<file path="src/rtl/spi_master_par.sv">
// Parallel-load SPI master: one DATA_W-bit full-duplex transfer per start request,
// programmable SCK divider, all four SPI modes, selectable bit order and slave select.
module spi_master_par #(
    parameter int unsigned DATA_W = 8,
    parameter int unsigned SEL_W  = 2
) (
    input  logic                  clk,
    input  logic                  rst,
    input  logic                  en,
    input  logic [2:0]            clk_sel,
    input  logic [1:0]            mode,
    input  logic                  lsb_first,
    input  logic [SEL_W-1:0]      ss_sel,
    input  logic [DATA_W-1:0]     data_in,
    input  logic                  miso,
    output logic [DATA_W-1:0]     data_out,
    output logic                  sck,
    output logic                  mosi,
    output logic [(2**SEL_W)-1:0] ss,
    output logic                  busy,
    output logic                  irq
);

    localparam int unsigned NUM_SS = 2**SEL_W;
    localparam int unsigned EDGES  = 2 * DATA_W;
    localparam int unsigned ECW    = $clog2(EDGES + 1);
    localparam int unsigned CNT_W  = 8;

    typedef enum logic [2:0] {IDLE, SETUP, XFER, HOLD, DONE} state_t;

    state_t              state_q, state_d;
    logic [CNT_W-1:0]    cnt_q, cnt_d;
    logic [ECW-1:0]      edge_cnt_q, edge_cnt_d;
    logic [DATA_W-1:0]   tx_q, tx_d;
    logic [DATA_W-1:0]   rx_q, rx_d;
    logic [2:0]          clk_sel_q, clk_sel_d;
    logic [1:0]          mode_q, mode_d;
    logic                lsb_q, lsb_d;
    logic                sck_q, sck_d;
    logic                mosi_q, mosi_d;
    logic [NUM_SS-1:0]   ss_q, ss_d;
    logic                busy_q, busy_d;
    logic                irq_q, irq_d;
    logic [DATA_W-1:0]   data_out_q, data_out_d;

    logic [CNT_W-1:0]    half_m1;
    logic                wrap;
    logic                start;
    logic                edge_now;
    logic [ECW-1:0]      edge_num;
    logic                lead;
    logic                do_sample;
    logic                do_shift;

    // Next-state and registered-output logic
    always_comb begin
        state_d    = state_q;
        cnt_d      = cnt_q;
        edge_cnt_d = edge_cnt_q;
        tx_d       = tx_q;
        rx_d       = rx_q;
        clk_sel_d  = clk_sel_q;
        mode_d     = mode_q;
        lsb_d      = lsb_q;
        sck_d      = sck_q;
        mosi_d     = mosi_q;
        ss_d       = ss_q;
        busy_d     = busy_q;
        irq_d      = 1'b0;
        data_out_d = data_out_q;
        start      = 1'b0;
        edge_now   = 1'b0;
        edge_num   = '0;
        lead       = 1'b0;
        do_sample  = 1'b0;
        do_shift   = 1'b0;

        half_m1 = (CNT_W'(1) << clk_sel_q) - CNT_W'(1);
        wrap    = (cnt_q == half_m1);

        if (state_q inside {SETUP, XFER, HOLD}) begin
            cnt_d = wrap ? '0 : cnt_q + CNT_W'(1);
        end

        case (state_q)
            IDLE: begin
                sck_d  = mode_q[1];
                mosi_d = 1'b0;
                start  = en;
            end
            SETUP: begin
                if (wrap) begin
                    state_d  = XFER;
                    edge_now = 1'b1;
                    edge_num = ECW'(1);
                end
            end
            XFER: begin
                if (wrap) begin
                    if (edge_cnt_q == ECW'(EDGES)) begin
                        state_d = HOLD;
                    end else begin
                        edge_now = 1'b1;
                        edge_num = edge_cnt_q + ECW'(1);
                    end
                end
            end
            HOLD: begin
                if (wrap) begin
                    state_d    = DONE;
                    busy_d     = 1'b0;
                    irq_d      = 1'b1;
                    ss_d       = '1;
                    mosi_d     = 1'b0;
                    data_out_d = rx_q;
                end
            end
            DONE: begin
                // A request still held here chains straight into the next transfer.
                state_d = IDLE;
                sck_d   = mode_q[1];
                mosi_d  = 1'b0;
                start   = en;
            end
            default: state_d = IDLE;
        endcase

        // Odd edges lead; CPHA picks whether leading edges sample or shift.
        if (edge_now) begin
            sck_d      = ~sck_q;
            edge_cnt_d = edge_num;
            lead       = edge_num[0];
            do_sample  = (lead != mode_q[0]);
            do_shift   = mode_q[0] ? (lead && (edge_num != ECW'(1)))
                                   : (!lead && (edge_num != ECW'(EDGES)));
        end

        if (do_sample) begin
            rx_d = lsb_q ? {miso, rx_q[DATA_W-1:1]} : {rx_q[DATA_W-2:0], miso};
        end

        if (do_shift) begin
            if (lsb_q) begin
                tx_d   = {1'b0, tx_q[DATA_W-1:1]};
                mosi_d = tx_q[1];
            end else begin
                tx_d   = {tx_q[DATA_W-2:0], 1'b0};
                mosi_d = tx_q[DATA_W-2];
            end
        end

        if (start) begin
            state_d    = SETUP;
            cnt_d      = '0;
            edge_cnt_d = '0;
            tx_d       = data_in;
            rx_d       = '0;
            clk_sel_d  = clk_sel;
            mode_d     = mode;
            lsb_d      = lsb_first;
            sck_d      = mode[1];
            mosi_d     = lsb_first ? data_in[0] : data_in[DATA_W-1];
            ss_d       = ~(NUM_SS'(1) << ss_sel);
            busy_d     = 1'b1;
        end
    end

    // State and output registers with synchronous active-low reset
    always_ff @(posedge clk) begin
        if (!rst) begin
            state_q    <= IDLE;
            cnt_q      <= '0;
            edge_cnt_q <= '0;
            tx_q       <= '0;
            rx_q       <= '0;
            clk_sel_q  <= '0;
            mode_q     <= '0;
            lsb_q      <= 1'b0;
            sck_q      <= 1'b0;
            mosi_q     <= 1'b0;
            ss_q       <= '1;
            busy_q     <= 1'b0;
            irq_q      <= 1'b0;
            data_out_q <= '0;
        end else begin
            state_q    <= state_d;
            cnt_q      <= cnt_d;
            edge_cnt_q <= edge_cnt_d;
            tx_q       <= tx_d;
            rx_q       <= rx_d;
            clk_sel_q  <= clk_sel_d;
            mode_q     <= mode_d;
            lsb_q      <= lsb_d;
            sck_q      <= sck_d;
            mosi_q     <= mosi_d;
            ss_q       <= ss_d;
            busy_q     <= busy_d;
            irq_q      <= irq_d;
            data_out_q <= data_out_d;
        end
    end

    assign data_out = data_out_q;
    assign sck      = sck_q;
    assign mosi     = mosi_q;
    assign ss       = ss_q;
    assign busy     = busy_q;
    assign irq      = irq_q;

endmodule

</file>
<file path="config.mk">
export PLATFORM = sky130hd
export DESIGN_NAME = spi_master_par
export DESIGN_NICKNAME = d
export VERILOG_FILES = /design/src/rtl/spi_master_par.sv
export SDC_FILE = /design/constraint.sdc
export NUM_CORES = 1
export LEC_CHECK = 0
export ABC_CLOCK_PERIOD_IN_PS = 2500
export CORE_MARGIN = 2
export CORE_UTILIZATION = 50
export DETAILED_ROUTE_END_ITERATION = 16
export PLACE_DENSITY = 0.76
export SLEW_MARGIN = 20
export SYNTH_ARGS = -nofsm -noshare
export SYNTH_HDL_FRONTEND = slang
export SYNTH_SLANG_ARGS = --single-unit
</file>
<file path="constraint.sdc">
create_clock -name clk -period 2.5 [get_ports clk]
set_input_delay 0.75 -clock clk [delete_from_list [all_inputs] [get_ports clk]]
set_output_delay 0.75 -clock clk [all_outputs]
set_load 0.01 [all_outputs]
</file>
==> run metrics <==
total of warnings raised by yosys 0; Max Cap Viol 0; Fin Clk Skew 0.00559 ns; ys flop type dfxtp_1; Root Buffer clkbuf_8; clk_lat worst skew 0.31 ns; post-synthesis sequential area ratio 0.380; syn nets 334; Antenna Nets Post-Route 0; Setup Buffers After CTS 0; CTS buffer count 5; std cell rows 27; clock power share 0.241; run status completed; largest net degree at the start of global routing 36; Placed Cells 411; Logic pwr share 0.273; starting DRC count in detailed routing 147; VDD IR max 0.000334 V; initial antenna violation count 0; setup TNS 0 ns; CP Launch Type register; slew margin rel. 0.739; Setup WS post-layout 0.211 ns; Setup crit end kind register; Crit path required time 2.74 ns; Congestion Overflow GR 0; CTS tree built; die width 79.4 µm; total power 1.99 mW; Worst Hold End mode_q[1]; LEAKAGE 1.31 nW; crit-path cells inv_1 -> ha_1 -> and3b_1 -> a31oi_1 -> nor4b_1 -> and4bb_2 -> a21oi_4 -> mux2i_1; chip height 79.4 µm; first-pass GRT wire length 10300 µm; minimum clock period 2.29 ns; GP Congestion 0.905; Clock Pin Slew Worst Setup and Hold Paths 0.09 ns; All-Layer GR Usage 0.203; DRC 0; Reg power frac 0.487; H-tree depth 2; Power Dens Cells 587 mW/mm²; PortBufs 35; first-pass detailed-route iteration total 4; vias in the first global route 2257; CP max FO 6; Worst Hold Launch mode_q[1]; CP max-delay cell dfxtp_2; CP arrival 2.53 ns; Internal 1.36 mW; Vias 2329; CTS Hold Buffers Added 0; most instantiated cells after synthesis dfxtp_1, nand2_1, mux2i_1; WL per Instance 14.2 µm; RSZ-0062 raised after global routing false; Fmax achieved 437 MHz; diode count 0; reg2reg path depth 8; CTS sink cnt 54; setup slack at placement 0.121 ns; Yosys reg bits 54; Final nets 369; largest cells by area after synthesis dfxtp_1, mux2i_1, nand2_1, mux2_2, o211ai_1; hold crit path type register to register; Max stage delay on crit path 0.39 ns; most frequent cell after synthesis dfxtp_1; final std cells w/o fill 419; post-synth top area share 0.380; average cell area after synthesis 9.14 µm²; Post-DP HPWL 4330 µm; Reg-to-Reg End tx_q[1]; CTS max path bufs 2; worst hold slack 0.469 ns; R2R Path Start edge_cnt_q[0]; final hold viol count 0; Reg2Reg Setup Slack 0.21 ns; IO Count 36; share of cells above drive strength 1 0.121; synth unique cells 57; Post-synth EDFFs 0; Final period util 0.916; fill cell count 479; Netlist Area Pre-Place 0.00284 mm²; post-synthesis cell count 311; Core ar. 0.00551 mm²; area grow syn2layout 19.2%; Sw Share 0.318; setup violators final 0; Post-Route WL 5940 µm; Via density 5.56; Worst-Margin Slew 0.391 ns; die area 0.00630 mm²; Starting Density 0.516; fin. max-slew vios 0; Psw 632 µW; Hold Path Cell Cnt 2; post-synth top area cell dfxtp_1; ys async rst share 0; WS Path Type register to register
## state kept, by name, summed over array words and instances (netlist names)
| name | cells |
|---|---|
| edge_cnt_q | 5 |
| mode_q | 2 |
| rx_q | 8 |
| clk_sel_q | 3 |
| sck | 1 |
| cnt_q | 8 |
| mosi | 1 |
| data_out | 8 |
| ss | 4 |
| lsb_q | 1 |
| irq | 1 |
| busy | 1 |
| state_q | 3 |
| tx_q | 8 |
## area by class of cell
| cell class | count | area [µm²] | area share |
|---|---|---|---|
| clock buffers | 6 | 72.6 | 0.0214 |
| clock inverters | 2 | 13.8 | 0.00406 |
| inverters | 9 | 33.8 | 0.00997 |
| multi-input cells | 230 | 1650 | 0.487 |
| flip-flops and latches | 54 | 1080 | 0.320 |
| well taps | 72 | 90.1 | 0.0266 |
| repair buffers | 46 | 445 | 0.131 |
## worst max path at each step
stage	from	endpoint	slack, ns	cells past startpoint
after detailed placement	edge_cnt_q[0]	tx_q[1]	0.12	8
final	edge_cnt_q[0]	tx_q[1]	0.21	8
after global placement	edge_cnt_q[0]	tx_q[2]	0.24	8
after global routing	edge_cnt_q[0]	tx_q[1]	0.02	8
after CTS	edge_cnt_q[0]	tx_q[4]	0.09	8
after floorplan	edge_cnt_q[0]	tx_q[1]	0.36	8
## per-stage QoR
stage           util  area [µm²]
6_report       0.615        3390
2_1_floorplan      -        2840
5_1_grt        0.615        3390
4_1_cts        0.615        3390
3_5_place_dp   0.599        3300
3_3_place_gp   0.599        3300
## worst max-delay path: cells and delay by family (launching register included)
family,cells,cell delay (ns)
fa+ha+maj,1,0.34
compound gates,2,0.39
flops,1,0.39
mux,1,0.22
simple gates,3,0.81
buf+inv,1,0.09
## power groups by stage
stage,sequential [mW],combinational [mW],clock (mW)
6_report,0.968,0.543,0.479
5_1_grt,0.977,0.599,0.523
4_1_cts,0.967,0.545,0.493
3_5_place_dp,0.987,0.542,0
3_3_place_gp,0.986,0.532,0
2_1_floorplan,0.967,0.394,0
## logic make-up after synthesis
| logic type | synth area share |
|---|---|
| xor+xnor | 0.0308 |
| buf+inv | 0.0396 |
| flops | 0.380 |
| mux | 0.138 |
| compound gates | 0.162 |
| simple gates | 0.236 |
| fa+ha+maj | 0.0132 |
## cell usage in the layout (no fill, tap or decap), types with 7 or more instances in the layout
| master | count |
|---|---|
| a21oi_1 | 13 |
| buf_4 | 10 |
| clkdlybuf4s50_1 | 35 |
| dfxtp_1 | 52 |
| inv_1 | 9 |
| mux2_2 | 9 |
| mux2i_1 | 29 |
| nand2_1 | 35 |
| nand3_1 | 8 |
| nand4_1 | 7 |
| nor2_1 | 17 |
| nor2b_1 | 10 |
| nor3b_1 | 8 |
| o211ai_1 | 10 |
## per-layer routing
metal  routed length, µm  GRT usage  vias to the layer above
met1                2870      0.258                     1092
met3                 168     0.0339                       13
met2                2790      0.343                       33
met4                 108     0.0793                        0
met5                   0          0                        -
li1                    -          -                     1191
## what timing repair did
item | 4_1_cts | 5_1_grt
endpoints found under the setup margin | 0 | 7
resized for setup | 0 | 2
endpoints found under the hold margin | 0 | 0
Note: power is estimated with default switching activity, not from simulation.
